## config.mk

```make
export PLATFORM = sky130hd
export DESIGN_NAME = alu_seq
export DESIGN_NICKNAME = d
export VERILOG_FILES = /design/src/rtl/alu_seq.sv
export SDC_FILE = /design/constraint.sdc
export NUM_CORES = 1
export LEC_CHECK = 0
export ABC_CLOCK_PERIOD_IN_PS = 4600
export BUFFER_PORTS_ARGS = -buffer_cell sky130_fd_sc_hd__buf_2
export CORE_ASPECT_RATIO = 1.75
export CORE_MARGIN = 2
export CORE_UTILIZATION = 40
export CTS_BUF_LIST = sky130_fd_sc_hd__clkbuf_8
export DETAILED_ROUTE_END_ITERATION = 12
export HOLD_SLACK_MARGIN = 0.05
export PLACE_DENSITY = 0.67
export SKIP_LAST_GASP = 1
export SLEW_MARGIN = 10
export SYNTH_ARGS = -nofsm -noshare
export SYNTH_HDL_FRONTEND = slang
export SYNTH_SLANG_ARGS = --single-unit
```

## constraint.sdc

```tcl
create_clock -name clk -period 4.6 [get_ports clk]
set_input_delay 0 -clock clk [delete_from_list [all_inputs] [get_ports clk]]
set_output_delay 0 -clock clk [all_outputs]
set_load 0.005 [all_outputs]
```

## src/rtl/alu_seq.sv

```systemverilog
// Handshaked WIDTH-bit ALU with registered result and flags; multiply is a
// WIDTH-cycle shift-add built only when ALU_MUL_EN is defined.
module alu_seq #(
  parameter int WIDTH = 8
) (
  input  logic             clk,
  input  logic             rst,
  input  logic             InValid,
  output logic             InReady,
  input  logic [WIDTH-1:0] A,
  input  logic [WIDTH-1:0] B,
  input  logic [3:0]       Sel,
  output logic             OutValid,
  input  logic             OutReady,
  output logic [WIDTH-1:0] Result,
  output logic [WIDTH-1:0] ResultHi,
  output logic             CarryOut,
  output logic             Overflow,
  output logic             Negative,
  output logic             Zero,
  output logic             Err
);

  localparam int SW = $clog2(WIDTH);

  typedef enum logic [3:0] {
    OP_ADD = 4'd0,
    OP_SUB = 4'd1,
    OP_AND = 4'd2,
    OP_OR  = 4'd3,
    OP_XOR = 4'd4,
    OP_NOT = 4'd5,
    OP_INC = 4'd6,
    OP_DEC = 4'd7,
    OP_SHL = 4'd8,
    OP_SHR = 4'd9,
    OP_SAR = 4'd10,
    OP_MUL = 4'd11
  } op_t;

`ifdef ALU_MUL_EN
  typedef enum logic [1:0] {
    IDLE = 2'd0,
    MUL  = 2'd1,
    DONE = 2'd2
  } state_t;
`else
  typedef enum logic [1:0] {
    IDLE = 2'd0,
    DONE = 2'd2
  } state_t;
`endif

  state_t r_state;
  state_t w_state_nxt;
  logic   w_in_ready;
  logic   w_out_valid;
  logic   w_accept;
  logic   w_is_mul;

  logic [WIDTH-1:0] r_result;
  logic             r_carry;
  logic             r_ovf;
  logic             r_neg;
  logic             r_zero;
  logic             r_err;

  logic [WIDTH-1:0] w_rhs;
  logic [WIDTH:0]   w_add_ext;
  logic [WIDTH:0]   w_sub_ext;
  logic [SW-1:0]    w_sh;
  logic [WIDTH:0]   w_shl_ext;
  logic [WIDTH:0]   w_shr_ext;
  logic [WIDTH:0]   w_sar_ext;
  logic [WIDTH-1:0] w_res;
  logic             w_carry;
  logic             w_ovf;
  logic             w_err;

  assign w_accept = (r_state == IDLE) && InValid;

`ifdef ALU_MUL_EN
  assign w_is_mul = (op_t'(Sel) == OP_MUL);
`else
  assign w_is_mul = 1'b0;
`endif

  // INC/DEC reuse the adder and subtractor with a constant right-hand side.
  assign w_rhs     = ((op_t'(Sel) == OP_INC) || (op_t'(Sel) == OP_DEC)) ? WIDTH'(1) : B;
  assign w_add_ext = {1'b0, A} + {1'b0, w_rhs};
  assign w_sub_ext = {1'b0, A} - {1'b0, w_rhs};

  // One guard bit beside A catches the last bit shifted out; it is zero for
  // a zero shift amount without needing a special case.
  assign w_sh      = B[SW-1:0];
  assign w_shl_ext = {1'b0, A} << w_sh;
  assign w_shr_ext = {A, 1'b0} >> w_sh;
  assign w_sar_ext = $signed({A, 1'b0}) >>> w_sh;

  always_comb begin
    w_res   = '0;
    w_carry = 1'b0;
    w_ovf   = 1'b0;
    w_err   = 1'b0;
    case (op_t'(Sel))
      OP_ADD, OP_INC: begin
        w_res   = w_add_ext[WIDTH-1:0];
        w_carry = w_add_ext[WIDTH];
        w_ovf   = (A[WIDTH-1] == w_rhs[WIDTH-1]) && (w_add_ext[WIDTH-1] != A[WIDTH-1]);
      end
      OP_SUB, OP_DEC: begin
        w_res   = w_sub_ext[WIDTH-1:0];
        w_carry = w_sub_ext[WIDTH];
        w_ovf   = (A[WIDTH-1] != w_rhs[WIDTH-1]) && (w_sub_ext[WIDTH-1] != A[WIDTH-1]);
      end
      OP_AND: w_res = A & B;
      OP_OR:  w_res = A | B;
      OP_XOR: w_res = A ^ B;
      OP_NOT: w_res = ~A;
      OP_SHL: begin
        w_res   = w_shl_ext[WIDTH-1:0];
        w_carry = w_shl_ext[WIDTH];
      end
      OP_SHR: begin
        w_res   = w_shr_ext[WIDTH:1];
        w_carry = w_shr_ext[0];
      end
      OP_SAR: begin
        w_res   = w_sar_ext[WIDTH:1];
        w_carry = w_sar_ext[0];
      end
      default: w_err = 1'b1;
    endcase
  end

`ifdef ALU_MUL_EN
  logic [WIDTH-1:0]   r_mcand;
  logic [2*WIDTH-1:0] r_prod;
  logic [SW-1:0]      r_cnt;
  logic [WIDTH-1:0]   r_result_hi;
  logic [WIDTH:0]     w_mul_add;
  logic [2*WIDTH-1:0] w_prod_next;
  logic               w_mul_last;

  // Product register holds {partial high, remaining multiplier bits}.
  assign w_mul_add   = {1'b0, r_prod[2*WIDTH-1:WIDTH]} +
                       (r_prod[0] ? {1'b0, r_mcand} : '0);
  assign w_prod_next = {w_mul_add, r_prod[WIDTH-1:1]};
  assign w_mul_last  = (r_cnt == SW'(WIDTH - 1));

  always_ff @(posedge clk) begin
    if (rst) begin
      r_mcand <= '0;
      r_prod  <= '0;
      r_cnt   <= '0;
    end else if (w_accept && w_is_mul) begin
      r_mcand <= A;
      r_prod  <= {{WIDTH{1'b0}}, B};
      r_cnt   <= '0;
    end else if (r_state == MUL) begin
      r_prod <= w_prod_next;
      r_cnt  <= w_mul_last ? '0 : r_cnt + SW'(1);
    end
  end

  assign ResultHi = r_result_hi;
`else
  assign ResultHi = '0;
`endif

  always_ff @(posedge clk) begin
    if (rst) begin
      r_result <= '0;
      r_carry  <= 1'b0;
      r_ovf    <= 1'b0;
      r_neg    <= 1'b0;
      r_zero   <= 1'b0;
      r_err    <= 1'b0;
`ifdef ALU_MUL_EN
      r_result_hi <= '0;
`endif
    end else if (w_accept && !w_is_mul) begin
      r_result <= w_res;
      r_carry  <= w_carry;
      r_ovf    <= w_ovf;
      r_neg    <= w_res[WIDTH-1];
      r_zero   <= (w_res == '0);
      r_err    <= w_err;
`ifdef ALU_MUL_EN
      r_result_hi <= '0;
    end else if ((r_state == MUL) && w_mul_last) begin
      r_result    <= w_prod_next[WIDTH-1:0];
      r_result_hi <= w_prod_next[2*WIDTH-1:WIDTH];
      r_carry     <= (w_prod_next[2*WIDTH-1:WIDTH] != '0);
      r_ovf       <= 1'b0;
      r_neg       <= w_prod_next[WIDTH-1];
      r_zero      <= (w_prod_next == '0);
      r_err       <= 1'b0;
`endif
    end
  end

  always_ff @(posedge clk) begin
    if (rst) begin
      r_state <= IDLE;
    end else begin
      r_state <= w_state_nxt;
    end
  end

  always_comb begin
    w_state_nxt = r_state;
    w_in_ready  = 1'b0;
    w_out_valid = 1'b0;
    case (r_state)
      IDLE: begin
        w_in_ready = 1'b1;
        if (InValid) begin
          w_state_nxt = DONE;
`ifdef ALU_MUL_EN
          if (w_is_mul) begin
            w_state_nxt = MUL;
          end
`endif
        end
      end
`ifdef ALU_MUL_EN
      MUL: begin
        if (w_mul_last) begin
          w_state_nxt = DONE;
        end
      end
`endif
      DONE: begin
        w_out_valid = 1'b1;
        if (OutReady) begin
          w_state_nxt = IDLE;
        end
      end
      default: w_state_nxt = IDLE;
    endcase
  end

  assign InReady  = w_in_ready;
  assign OutValid = w_out_valid;
  assign Result   = r_result;
  assign CarryOut = r_carry;
  assign Overflow = r_ovf;
  assign Negative = r_neg;
  assign Zero     = r_zero;
  assign Err      = r_err;

endmodule
```

==> Word-level counts from Yosys, hierarchy flattened <==
Index checks and enable logic that the tools add are counted.
{ "totals": {"n_memories": 0, "elab_cells": 54, "input_bits": 24, "reg_bits": 15, "latch_bits": 0, "romBits": 0, "output_inout_bits": 23, "mem_bits_rw": 0} }
{ "op_classes": {"order_cmp": 0, "n_div": 0, "bitwise": 4, "n_eq_ne": 17, "n_addsub": 2, "muxes": 10, "reduce_logical": 11, "n_mul": 0, "shift": 3} }
{ "ops": {"columns": ["operator", "count"], "rows": [
  ["$pmux 8 s9", 1],
  ["$eq 4x3->1 const B", 4],
  ["$eq 4x4->1 const B", 3],
  ["$reduce_or 11->1", 1],
  ["$add 8x8->9", 1],
  ["$shl 8x3->9", 1],
  ["$shr 9x3->9", 1],
  ["$sshr 9x3->9", 1],
  ["$sub 8x8->9", 1],
  ["$and 8x8->8", 1],
  ["$eq 4x2->1 const B", 2],
  ["$logic_not 8->1", 1],
  ["$mux 8", 1],
  ["$not 8->8", 1],
  ["$or 8x8->8", 1],
  ["$xor 8x8->8", 1],
  ["$pmux 1 s5", 1],
  ["$eq 4x1->1 const B", 1],
  ["$logic_not 4->1", 1],
  ["$mux 2", 2],
  ["$ne 2x2->1 const B", 2],
  ["$pmux 2 s2", 1],
  ["$reduce_or 2->1", 2],
  ["$logic_and 1x1->1", 3],
  ["other kinds (8)", 12]
]} }

==> Depth between registers and ports, before layout <==
Gate-level depths: netlist (run 1).
{ "logic_depth": {"ltp_word": 7, "mapped_depth": 14} }

==> Worst setup path before layout (run 1) <==
OpenSTA, ideal clock, no wires.
{ "synth_path": {"path_type": "in2reg", "startpoint": "input B[1]", "endpoint": "register r_zero (netlist: Zero)", "setup_ps": 84, "n_path_buf": 3, "cell_stages": 12, "path_slack_ps": 1393, "t_arrival_ps": 3123, "cell_sequence": "clkbuf_1 -> clkbuf_1 -> buf_2 -> nand2_1 -> fa_1 -> and3_1 -> or3_1 -> a41o_1 -> or4b_4 -> and4b_1 -> nand4_1 -> o31ai_2"} }
{ "synth_via": {"elab_chain_len": 4, "word_cells_on_any_way": 11, "classes_between": "add/sub (2); shift (3); mux (2); bitwise (3); reduce/logical (1)"} }
{ "synth_rtl": {"columns": ["item", "line", "rtl"], "rows": [
  ["start: declaration", "11", "input logic [WIDTH-1:0] B,"],
  ["$mux 8", "89", "assign w_rhs = ((op_t'(Sel) == OP_INC) || (op_t'(Sel) == OP_DEC)) ? WIDTH'(1) : B;"],
  ["$sub 8x8->9 or $add 8x8->9 (tied branches)", "91, 90", null],
  ["$pmux 8 s9 (*)", "105", "case (op_t'(Sel))"],
  ["$logic_not 8->1 (*)", "187", "r_zero <= (w_res == '0);"],
  ["end signal: assignment", "187", null],
  ["end: declaration", "65", "logic r_zero;"]
]} }
Mark *: on every way between the ends. The rest lies on a longest branch, timed or not.
A chain may end at the register's enable or synchronous reset.

==> Final worst setup path (run 1) <==
{ "layout_path": {"startpoint": "input Sel[2]", "endpoint": "register r_zero (netlist: Zero)"} }
{ "layout_via": {"elab_chain_len": 6, "word_cells_on_any_way": 19, "classes_between": "add/sub (2); eq/ne (10); mux (2); reduce/logical (5)"} }
{ "layout_rtl": {"columns": ["item", "line", "rtl"], "rows": [
  ["start: declaration", "12", "input logic [3:0] Sel,"],
  ["$eq 4x3->1", "89, 105", null],
  ["$logic_or 1x1->1", "89", null],
  ["$mux 8", "89", null],
  ["$sub 8x8->9 or $add 8x8->9 (tied branches)", "91, 90", null],
  ["$pmux 8 s9 (*)", "105", null],
  ["$logic_not 8->1 (*)", "187", null]
]} }
Marks and branches as above.

==> run metrics, run 1 <==
vias in the first global route 2,599; Setup CP Type in -> reg; Final Hold Viols 0; commonest non-fill, non-tap cell in the layout buf_2; synthesized area around 2700 sq um; CP max FO 12; R2R cell count 7; Avg Cell Area, Syn 7.60 sq um; Synth cell types just under 70; GRT overflow 0; Post-DP HPWL 6280 microns; # rows 39; Sw Share 0.416; Core ar. 6540 sq um; worst setup path start Sel[2]; Hold/Removal Path Class in -> reg; Least-Margin Pin Slew 0.802 ns; fin. max-slew vios 0; Synth Register Bits 13; Worst VDD drop 0.0734 mV; RSZ-0062 raised after global routing no; CP max stage cell or4b_4; FMAX between 300 and 400 MHz; Pleak 1.38 nW; FFs w/ async S/R, synth 0; CTS H-tree depth 1; Final min period 3.28 ns; post-synth top area share 0.158; Via density 5.86; per-cell routed wire length around 17 microns; Max Cap Viol 0; port buffer count 38; die height 112 microns; CTS root buf clkbuf_8; Req. time, crit path 4.76 ns; Net Switching 0.000209 W; outcome complete, no violations; clock buffer depth 2; post_cts resized 0; CTS tree yes; Setup violations, final 0; Syn. warnings 0; dpl cells ~450; Post-Route WL a little under 8000 microns; die area between 7000 and 8000 sq um; sequential share of the synthesized area 0.0968; commonest non-fill, non-tap cells in the layout 38 x buf_2, 34 x inv_1, 34 x ha_1; I/O Pins 47; Global Route Usage Sum 0.219; wire length of the first global-routing pass around 13,000 microns; Finished Layout Cells 458; launching element type of the critical path input pin; Post-synth EDFFs 0; Yosys top cell by area ha_1; Final ANT Viol Nets 0; drt drc 0; internal power 0.000294 W; share of cells above drive strength 1 0.157; proportion of power drawn by combinational gates 0.552; crit path to Zero; Final nets 437; Pwr per Cell Area 172 nW/um^2; initial DRC count 147; cells after synthesis 354; Clock Pin Slew Worst Setup and Hold Paths 0.05 ns; Clk network pwr share 0.198; Layout area overhead 8.93%; reg2reg start r_state[1]; worst path cell trace buf_2, nor2b_1, nand2_1, nand2_1, ha_1, inv_1, fa_1, and3_1, or3_1, a41o_1, or4b_4, and4b_1, nand4_1, o31ai_2; terminus of the critical flop-to-flop path Zero; antenna violations before repair 0; largest net degree at the start of global routing 39; clock skew ~0.0027 ns; post-CTS setup buffer count 0; DRT Pass-1 Iters 4; via count 2,682; Tcrit/Tclk final 0.713; Slew HR 0.464; r2r setup slk 2.79 ns; Worst path max stage delay 0.52 ns; CP most frequent cell nand2_1; Worst EP arrival 3.44 ns; sequential share of power 0.250; ys flop type dfxtp_1; TritonCTS Sinks 13; later-pin clock latency in the skew report ~0.25 ns; top cells by area, synth ha_1 16%, dfxtp_1 9.7%, mux4_2 6.7%; setup_tns 0 ns; placer's final routability congestion estimate around 1; die width 66.0 microns; antenna fix cells 0; total CTS buffers 3; Setup crit end kind flop; Finished Core Util 0.448; starting density of the core 0.411
==> power by group through the flow <==
| stage | Sequential (W) | Combinational [W] | Clock (W) |
|---|---|---|---|
| after global routing | 0.000127 | 0.000309 | 0.000105 |
| after CTS | 0.000126 | 0.000276 | 0.000102 |
| after detailed placement | 0.000128 | 0.000273 | 0 |
| final | 0.000126 | 0.000278 | 0.0000999 |
| after floorplan | 0.000129 | 0.000197 | 0 |
| after global placement | 0.000128 | 0.000269 | 0 |
==> final cells by class <==
type | instances | area [sq um]
fillers | 692 | 3610
multi-input cells | 283 | 2170
flip-flops and latches | 13 | 260
repair buffers | 42 | 228
inverters | 34 | 128
well taps | 82 | 103
clock buffers | 3 | 41.3
clock inverters | 1 | 3.75
==> cells in the mapped netlist (all sizes together) (2+ instances only) <==
cell      n
and2      2
nand3b    2
o2bb2ai   2
mux4      9
a221oi    4
inv      34
nand3     8
clkbuf   18
buf      13
a211oi   10
and3      6
o31ai     4
o211ai    4
nand2    23
nor2     20
nor2b    13
or3       2
nor4      4
nand2b    7
o32ai     2
mux2i    10
xor2      3
a21o      3
o21ai    18
nor3b     3
fa        2
o22ai     8
a31oi     8
ha       34
or4b      2
xnor2     5
dfxtp    13
a21oi    23
a31o      2
nor3      9
==> worst min-delay path by stage <==
stage          startpoint          to  slack (ns)  depth (start not counted)
2_1_floorplan    OutReady  r_state[1]        0.18                          2
3_3_place_gp     OutReady  r_state[1]        0.27                          3
3_5_place_dp     OutReady  r_state[1]        0.27                          3
4_1_cts            Sel[3]         Err        0.12                          3
5_1_grt            Sel[3]         Err        0.16                          3
6_report           Sel[3]         Err        0.12                          3
==> metal layers <==
layer | track usage | routed length (microns)
met5 | 0 | 0
met2 | 0.388 | 4070
met4 | 0.154 | 597
met1 | 0.242 | 2950
met3 | 0.0100 | 280
==> logic make-up after synthesis <==
group,after synthesis,synth area share
AO/OA/AOI/OAI,101,0.250
XOR/XNOR,8,0.0261
adder cells (fa/ha/maj),36,0.173
buffers and inverters,65,0.107
flip-flops,13,0.0968
multiplexers,20,0.118
other,1,0.00139
AND/OR/NAND/NOR,110,0.227
==> state kept, by name, indices dropped and copies added, names as in the netlist <==
| register | flops |
|---|---|
| Result | 8 |
| CarryOut | 1 |
| Err | 1 |
| Overflow | 1 |
| Zero | 1 |
| r_state | 1 |
==> critical path, delay by kind of cell <==
| kind | cells | cell delay, ns |
|---|---|---|
| buffers and inverters | 2 | 0.25 |
| and+or+nand+nor | 8 | 2.22 |
| adders and majority gates | 2 | 0.54 |
| AOI/OAI and AO/OA | 2 | 0.43 |
==> timing repair <==
action                                  in CTS  in global routing
hold buffers                                 3                  0
endpoints found under the setup margin       0                  0
endpoints found under the hold margin        7                  0
==> metrics by stage <==
stage | setup slack, ns | total power [W] | hold slack, ns | area, sq um
after floorplan | 1.39 | 0.000326 | 0.182 | 2720
after global placement | 1.19 | 0.000397 | 0.269 | 2850
after detailed placement | 1.10 | 0.000401 | 0.272 | 2850
after CTS | 1.34 | 0.000505 | 0.125 | 2930
after global routing | 1.08 | 0.000542 | 0.157 | 2930
final | 1.32 | 0.000504 | 0.122 | 2930
No activity file was read; power rests on OpenSTA's default activity.
==> run 2, diff against run 1 <==
--- a/config.mk
+++ b/config.mk
@@ -5,7 +5,7 @@
 export SDC_FILE = /design/constraint.sdc
 export NUM_CORES = 1
 export LEC_CHECK = 0
-export ABC_CLOCK_PERIOD_IN_PS = 4600
+export ABC_CLOCK_PERIOD_IN_PS = 3190
 export BUFFER_PORTS_ARGS = -buffer_cell sky130_fd_sc_hd__buf_2
 export CORE_ASPECT_RATIO = 1.75
 export CORE_MARGIN = 2
==> constraint.sdc (replaced) <==
create_clock -name clk -period 3.19 [get_ports clk]
set_input_delay 0 -clock clk [delete_from_list [all_inputs] [get_ports clk]]
set_output_delay 0 -clock clk [all_outputs]
set_load 0.005 [all_outputs]
==> run 2 against run 1 <==
  * Worst setup slack worse by 0.95 ns
  * Flip-flop and latch count unchanged
  * Sequential share of layout area down 0.26 points
  * Via count up 2.3%
  * Power up 46%
  * Wire length up 1.9%
  * Combinational power up 49%
  * Worst hold slack better by 0.082 ns
  * Count of clock-buffer cells in the layout unchanged
  * Final area up 3.0%
  * Die area unchanged
  * Critical path depth unchanged
==> run metrics, run 2 (synthesized netlist as in run 1, its figures left out) <==
# rows 39 (unchanged); per-cell routed wire length 17.1 microns (was 17.2 microns); Via density 5.84 (was 5.86); launching element type of the critical path input pin (unchanged); Slew HR 0.398 (was 0.464); Final min period roughly 2.8 ns; commonest non-fill, non-tap cell in the layout buf_2 (unchanged); cell family with most CP delay simple AND/OR/NAND/NOR gates (unchanged); commonest non-fill, non-tap cells in the layout 38 x buf_2, 34 x inv_1, 34 x ha_1 (unchanged); TritonCTS Sinks 13 (unchanged); post_cts resized 0 (unchanged); fin. max-slew vios 0 (unchanged); later-pin clock latency in the skew report 0.24 ns (was 0.25 ns); fillers 672 (was 692); Tcrit/Tclk final 0.884; Pleak 1.43 nW (was 1.38 nW); placer's final routability congestion estimate 0.981 (was 1.03); clock skew 0.000826 ns (was 0.00275 ns); antenna violations before repair 0 (unchanged); Setup crit end kind flop (unchanged); Core ar. 6540 sq um (unchanged); Post-Route WL 8040 microns (was 7890 microns); Final ANT Viol Nets 0 (unchanged); Post-DP HPWL 6490 microns (was 6280 microns); Setup violations, final 0 (unchanged); Clk network pwr share 0.190 (was 0.198); FMAX 355 MHz; Setup CP Type in -> reg (unchanged); Pwr per Cell Area 243 nW/um^2 (was 172 nW/um^2); Worst EP arrival 2.98 ns (was 3.44 ns); max reg flops 8 (unchanged); post-CTS setup buffer count 0 (unchanged); reg2reg start r_state[1] (unchanged); Final nets 449 (was 437); Req. time, crit path 3.35 ns (was 4.76 ns); GRT overflow 0 (unchanged); share of cells above drive strength 1 0.186 (was 0.157); Global Route Usage Sum 0.226 (was 0.219); Net Switching 0.000298 W (was 0.000209 W); Worst VDD drop 0.107 mV (was 0.0734 mV); Sw Share 0.407 (was 0.416); multi-input logic area 2170 sq um (unchanged); proportion of power drawn by combinational gates 0.564 (was 0.552); setup_tns 0 ns (unchanged); overall power 0.000734 W (was 0.000504 W); antenna fix cells 0 (unchanged); initial DRC count 156 (was 147); register area 260 sq um (unchanged); CP max stage cell or4b_4 (unchanged); die height 112 microns (unchanged); Worst Hold Launch InValid (was Sel[3]); CP max FO 3 (was 12); CP Buf/Inv Count 2 (unchanged); internal power 0.000435 W (was 0.000294 W); worst setup path start Sel[3] (was Sel[2]); Max Cap Viol 0 (unchanged); RSZ-0062 raised after global routing no (unchanged); starting density of the core 0.411 (unchanged); Layout area overhead 12.2% (was 8.93%); wire length of the first global-routing pass 13,100 microns (was 12,700 microns); die width 66.0 microns (unchanged); Clock Pin Slew Worst Setup and Hold Paths 0.05 ns (about the same); CTS root buf clkbuf_8 (unchanged); die area 7420 sq um (unchanged); drt drc 0 (unchanged); Worst path max stage delay 0.52 ns (about the same); port buffer count 38 (unchanged); Least-Margin Pin Slew 0.901 ns (was 0.802 ns); Hold/Removal Path Class in -> reg (unchanged); vias in the first global route 2,669 (was 2,599); CTS tree yes (unchanged); outcome complete, no violations (unchanged); DRT Pass-1 Iters 5 (was 4); sequential share of power 0.247 (was 0.250); Final Hold Viols 0 (unchanged); clock buffer depth 2 (unchanged); I/O Pins 47 (unchanged); largest net degree at the start of global routing 26 (was 39); CP most frequent cell nand2_1 (unchanged); CTS H-tree depth 1 (unchanged); total CTS buffers 3 (unchanged); via count 2,743 (was 2,682); worst path cell trace buf_2, nor2b_1, nand2_1, nand2_1, ha_1, inv_1, fa_1, and3_1, or3_1, a41o_1, or4b_4, and4b_1, nand4_1, o31ai_2 (unchanged)
## run 2: worst paths after layout
check | endpoint | slack (ns) | cells past startpoint
max | Zero | 0.37 | 14
max reg2reg | Zero | 1.37 | 7
min | r_state[1] | 0.20 | 3
min reg2reg | Err | 0.45 | 2
## run 2: cell type report
cell class,instances,area share
tap,82,0.0340
clock buffer,3,0.0137
inverter,34,0.0423
timing repair buffer,54,0.105
sequential,13,0.0863
clock inverter,1,0.00124
multi-input combinational,283,0.718
## run 2: per-layer routing
metal | up-vias | track usage | share of wire
met5 | - | 0 | 0
met4 | 0 | 0.162 | 0.083
met3 | 32 | 0.0190 | 0.045
met2 | 98 | 0.395 | 0.51
met1 | 1268 | 0.247 | 0.36
li1 | 1345 | - | -
## run 2: through the flow
stage	cell area (sq um)	setup slack (ns)	util	instances	hold WS, ns
after floorplan	2720	0.0310	-	361	0.182
after global placement	2950	0.255	0.451	464	0.270
after detailed placement	2950	0.142	0.451	464	0.286
after CTS	3020	0.393	0.461	470	0.194
after global routing	3020	0.160	0.461	470	0.219
final	3020	0.371	0.461	470	0.204
## run 2: worst reg2reg max path: stages (launching register included)
cell and delay [ns]:
dfxtp_1 0.32, nor2b_1 0.12, buf_4 0.22, o41ai_1 0.10, nor4_1 0.42, and4b_1 0.25
nand4_1 0.12, o31ai_2 0.19
## run 2: what timing repair did
item                                    in CTS  in global routing
endpoints found under the setup margin       0                  0
hold buffers                                 2                  0
hold endpoints to repair                     7                  0
## run 2: power by group through the flow
| stage | clock [W] | sequential [W] | combinational [W] |
|---|---|---|---|
| after global placement | 0 | 0.000184 | 0.000403 |
| final | 0.000139 | 0.000181 | 0.000413 |
| after detailed placement | 0 | 0.000184 | 0.000406 |
| after CTS | 0.000144 | 0.000181 | 0.000411 |
| after floorplan | 0 | 0.000186 | 0.000284 |
| after global routing | 0.000150 | 0.000182 | 0.000459 |
